<file path="src/rtl/timer_ip.sv">
// timer_ip: 32-bit down-counting timer peripheral with a four-word register map.
//
// Register map (word offset a):
//   0 CTRL   bit0 start/run, bit1 auto-reload, [15:8] prescale (TIMER_PRESCALE_EN only)
//   1 LOAD   32-bit period
//   2 COUNT  current count, read-only
//   3 STATUS bit0 done (write 1 to clear), bit1 busy (read-only)
//
// Ports:
//   clk   sole clock, rising edge
//   rst   synchronous active-high reset
//   we    write strobe
//   a     register word offset
//   wd    write data
//   rd    read data, combinational from a and registered state
//   done  level copy of STATUS.done
//
// Optional feature: define TIMER_PRESCALE_EN to enable the CTRL[15:8] tick prescaler.

module timer_ip (
   input  logic        clk,
   input  logic        rst,
   input  logic        we,
   input  logic [1:0]  a,
   input  logic [31:0] wd,
   output logic [31:0] rd,
   output logic        done
);

   typedef enum logic {StIdle, StRun} state_e;

`ifdef TIMER_PRESCALE_EN
   localparam logic [31:0] CtrlMask = 32'h0000_ff03;
`else
   localparam logic [31:0] CtrlMask = 32'h0000_0003;
`endif

   state_e      state_q, state_d;
   logic [31:0] ctrl_q, ctrl_d;
   logic [31:0] load_q, load_d;
   logic [31:0] count_q, count_d;
   logic        done_q, done_d;

   logic ctrl_wr, load_wr, sts_wr;
   logic tick;
   logic expire;

   assign ctrl_wr = we && (a == 2'd0);
   assign load_wr = we && (a == 2'd1);
   assign sts_wr  = we && (a == 2'd3);

`ifdef TIMER_PRESCALE_EN
   logic [7:0] presc_q, presc_d;

   // >= rather than == keeps the tick alive should the counter ever exceed P.
   assign tick = (state_q == StRun) && (presc_q >= ctrl_q[15:8]);

   always_comb begin
      presc_d = presc_q;
      if (state_q == StRun) begin
         presc_d = tick ? 8'd0 : presc_q + 8'd1;
      end
      // Start and restart both realign the prescaler.
      if (ctrl_wr && wd[0]) begin
         presc_d = 8'd0;
      end
   end

   always_ff @(posedge clk) begin
      if (rst) begin
         presc_q <= 8'd0;
      end else begin
         presc_q <= presc_d;
      end
   end
`else
   assign tick = (state_q == StRun);
`endif

   always_comb begin
      state_d = state_q;
      ctrl_d  = ctrl_q;
      load_d  = load_q;
      count_d = count_q;
      done_d  = done_q;
      expire  = 1'b0;

      if (load_wr) begin
         load_d = wd;
      end
      if (ctrl_wr) begin
         ctrl_d = wd & CtrlMask;
      end

      unique case (state_q)
         StIdle: begin
            // A start with LOAD=0 only stores CTRL.
            if (ctrl_wr && wd[0] && (load_q != 32'd0)) begin
               state_d = StRun;
               count_d = load_q;
            end
         end
         StRun: begin
            if (ctrl_wr) begin
               // Bus writes to CTRL take priority over a coincident tick.
               if (wd[0]) begin
                  count_d = load_q;
                  if (load_q == 32'd0) begin
                     state_d   = StIdle;
                     ctrl_d[0] = 1'b0;
                  end
               end else begin
                  state_d = StIdle;
               end
            end else if (tick) begin
               if (count_q > 32'd1) begin
                  count_d = count_q - 32'd1;
               end else if (count_q == 32'd1) begin
                  expire = 1'b1;
                  // Auto-reload falls back to one-shot when LOAD was cleared.
                  if (ctrl_q[1] && (load_q != 32'd0)) begin
                     count_d = load_q;
                  end else begin
                     count_d   = 32'd0;
                     state_d   = StIdle;
                     ctrl_d[0] = 1'b0;
                  end
               end
            end
         end
         default: state_d = StIdle;
      endcase

      // Set wins over a same-edge clear.
      if (sts_wr && wd[0]) begin
         done_d = 1'b0;
      end
      if (expire) begin
         done_d = 1'b1;
      end
   end

   always_ff @(posedge clk) begin
      if (rst) begin
         state_q <= StIdle;
         ctrl_q  <= 32'd0;
         load_q  <= 32'd0;
         count_q <= 32'd0;
         done_q  <= 1'b0;
      end else begin
         state_q <= state_d;
         ctrl_q  <= ctrl_d;
         load_q  <= load_d;
         count_q <= count_d;
         done_q  <= done_d;
      end
   end

   always_comb begin
      rd = 32'd0;
      unique case (a)
         2'd0: rd = ctrl_q;
         2'd1: rd = load_q;
         2'd2: rd = count_q;
         2'd3: rd = {30'd0, (state_q == StRun), done_q};
         default: rd = 32'd0;
      endcase
   end

   assign done = done_q;

endmodule

</file>
<file path="config.mk">
export PLATFORM = sky130hd
export DESIGN_NAME = timer_ip
export DESIGN_NICKNAME = d
export VERILOG_FILES = /design/src/rtl/timer_ip.sv
export SDC_FILE = /design/constraint.sdc
export NUM_CORES = 1
export LEC_CHECK = 0
export BUFFER_PORTS_ARGS = -buffer_cell sky130_fd_sc_hd__buf_4
export CAP_MARGIN = 25
export CORE_MARGIN = 8
export CORE_UTILIZATION = 30
export CTS_CLUSTER_DIAMETER = 150
export CTS_CLUSTER_SIZE = 40
export DETAILED_ROUTE_END_ITERATION = 16
export PLACE_DENSITY = 0.54
export SYNTH_ARGS = -nofsm -noshare
export SYNTH_HDL_FRONTEND = slang
export SYNTH_SLANG_ARGS = --single-unit
</file>
<file path="constraint.sdc">
create_clock -name clk -period 6.6 [get_ports clk]
set_clock_uncertainty 0.05 [all_clocks]
set_input_delay 0.66 -clock clk [delete_from_list [all_inputs] [get_ports clk]]
set_output_delay 0.66 -clock clk [all_outputs]
set_load 0.005 [all_outputs]
</file>
==> results.sh <==
export IMPL_outcome="complete, no violations"
export IMPL_ir_worst_vdd_v=0.000112
export IMPL_nNetsFinal=578
export IMPL_async_reset_ff_share_pct=0
export IMPL_p_per_area_mw_per_mm2=243
export IMPL_fin_crit_sh_pct=48.5
export IMPL_fin_area_sq_mm=0.00482
export IMPL_area_delta_synth_final_pct=24.1
export IMPL_ctsResizeCount=0
export IMPL_wl_um=13400
export IMPL_vias=4086
export IMPL_grt_pass1_wl_um=21700
export IMPL_root_buffer="clkbuf_16"
export IMPL_hp_start="load_q[8]"
export IMPL_place_gp_congestion=0.858
export IMPL_power_leakage_nw=1.83
export IMPL_cts_tree="yes"
export IMPL_synth_nets=528
export IMPL_cp_startpoint="count_q[17]"
export IMPL_synth_ff_type="dfxtp_1"
export IMPL_multiInputGateArea_sq_mm=0.00230
export IMPL_ys_top_cells_by_count="nand2_1, dfxtp_1, a21oi_1, a22o_1, clkbuf_1"
export IMPL_nFillCells=1378
export IMPL_die_h_um=130
export IMPL_regToRegSetupSlack_ns=3.40
export IMPL_dr_wl_met2_um=6100
export IMPL_clk_pin_slew_ns=0.06
export IMPL_dpl_cell_area_sq_mm=0.00455
export IMPL_yosysSeqAreaShare_pct=35.0
export IMPL_io_buffers=69
export IMPL_yosysWarnings=0
export IMPL_ant_nets=0
export IMPL_die_w_um=130
export IMPL_r2r_cells=7
export IMPL_clock_path_buffers=2
export IMPL_syn_area_sq_mm=0.00388
export IMPL_ys_ff_latch=68
export IMPL_max_cap_violations=0
export IMPL_slew_headroom_pct=35.3
export IMPL_rsz0062_at_grt="no"
export IMPL_required_ns=6.73
export IMPL_startpoint_type="flop"
export IMPL_cts_setup_buffers=0
export IMPL_yosys_area_top_type="dfxtp_1"
export IMPL_numClockSinks=68
export IMPL_finalSetupViolCount=0
export IMPL_antenna_found_initial=0
export IMPL_finalCriticalPeriod_ns=3.20
export IMPL_routedWlPerCell_um=18.8
export IMPL_fp_dieArea_sq_mm=0.0168
export IMPL_synth_edf_count=0
export IMPL_avgSynthCellArea_sq_um=7.94
export IMPL_drt_iter0_markers=306
export IMPL_synth_area_leaders="dfxtp_1, nand2_1, a22o_1"
export IMPL_hold_path_class="reg -> reg"
export IMPL_rows=41
export IMPL_cts_inserted_buffers=9
export IMPL_core_area_sq_mm=0.0126
export IMPL_io_pins=70
export IMPL_vias_per_cell=5.71
export IMPL_r2r_end="count_q[27]"
export IMPL_antenna_cells=0
export IMPL_holdBufCountCts=0
export IMPL_synth_most_common_cell="nand2_1"
export IMPL_grt_pass1_vias=4103
export IMPL_yosysUniqueCellTypes=54
export IMPL_arrival_ns=3.33
export IMPL_hpwl_um=9260
export IMPL_yosysTopAreaCellShare_pct=35.0
export IMPL_start_util_pct=30.8
export IMPL_area_sequential_sq_mm=0.00136
export IMPL_netlist_instances=489
export IMPL_met1_length_um=6350
export IMPL_grt_max_degree=57
export IMPL_hold_viol=0
export IMPL_wl_met3_um=707
export IMPL_slew_violations=0
export IMPL_whs_path_depth=2
export IMPL_clock_fmax_ghz=0.313
export IMPL_fin_setup_tns_ns=0
export IMPL_first_pass_iters=5
export IMPL_drive_above_1_share_pct=19.9
export IMPL_r2r_start="count_q[17]"
export IMPL_cts_htree_levels=3
export IMPL_route_detailed_drc=0
export IMPL_crit_type="reg -> reg"
export IMPL_clk_latency_ns=0.34
export IMPL_track_usage_pct=16.2
export IMPL_top_layer_used="met4"
export IMPL_totalPowerFinal_w=0.00117
export IMPL_end_kind="flop"
export IMPL_hold_path_end="load_q[8]"
export IMPL_tightest_slew_ns=0.970
export IMPL_worstPathMaxFanout=15
export IMPL_grt_overflow=0
logic make-up after synthesis:
logic type | count (synthesis) | synth area share [%]
compound gates | 176 | 32.9
fa+ha+maj | 2 | 0.644
buf+inv | 59 | 6.05
flops | 68 | 35.0
xor+xnor | 6 | 1.35
simple gates | 176 | 22.9
mux | 2 | 1.16
report_power, final:
| group | internal [W] | total (W) | switching (W) |
|---|---|---|---|
| combinational | 0.000111 | 0.000282 | 0.000171 |
| clock | 0.000262 | 0.000445 | 0.000183 |
| sequential | 0.000425 | 0.000446 | 0.0000212 |
area by class of cell:
type / instances / area share, %
clock buffers: 11 / 5.04
clock inverters: 5 / 0.571
flip-flops and latches: 68 / 28.2
inverters: 22 / 1.71
repair buffers: 76 / 12.3
well taps: 172 / 4.47
multi-input cells: 362 / 47.7
routing by layer:
| metal | vias to the layer above | GRT usage [%] |
|---|---|---|
| li1 | 1969 | - |
| met1 | 1966 | 21.0 |
| met2 | 131 | 26.1 |
| met3 | 20 | 2.61 |
| met4 | 0 | 6.69 |
| met5 | - | 0 |
metrics by stage:
stage | setup WS (ns) | cells | hold WS (ns) | utilization [%]
floorplan | 4.40 | 489 | 0.409 | -
detailed placement | 3.46 | 700 | 0.436 | 36.1
global placement | 3.47 | 699 | 0.431 | 35.8
CTS | 3.46 | 716 | 0.444 | 38.2
global route | 3.19 | 716 | 0.466 | 38.2
finish | 3.40 | 716 | 0.442 | 38.2
placed cells by master, fill, tap and decap left out, types with 3 or more instances in the layout:
cell type / count
a32oi_1: 7
nor3_1: 14
xnor2_1: 3
o21ai_0: 5
or3_1: 3
o31ai_1: 8
buf_4: 75
nand2_1: 90
a22oi_1: 26
nand3_1: 5
a22o_1: 31
clkbuf_16: 9
a21oi_1: 53
or4_1: 4
inv_1: 22
a32o_1: 9
nor4_1: 23
a2bb2oi_1: 5
xor2_1: 3
dfxtp_1: 68
o32ai_1: 15
nor2_1: 14
clkinv_2: 4
o22ai_1: 5
registers in the layout (all words and copies together) (netlist names):
name,cells
count_q,32
ctrl_q,2
done,1
load_q,32
state_q,1
critical path: stages (launching register included):
cell	delay (ns)
dfxtp_1	0.36
nor3_1	0.36
nand4_2	0.34
nor3_1	0.43
a21oi_1	0.31
buf_4	0.27
o21ai_2	0.71
o32ai_1	0.20
how the worst max path moves through the flow:
stage | to | cells after the start
CTS | count_q[2] | 7
floorplan | count_q[3] | 6
detailed placement | count_q[27] | 8
global route | count_q[27] | 7
global placement | count_q[2] | 8
finish | count_q[27] | 7
No activity file was read; power rests on OpenSTA's default activity.
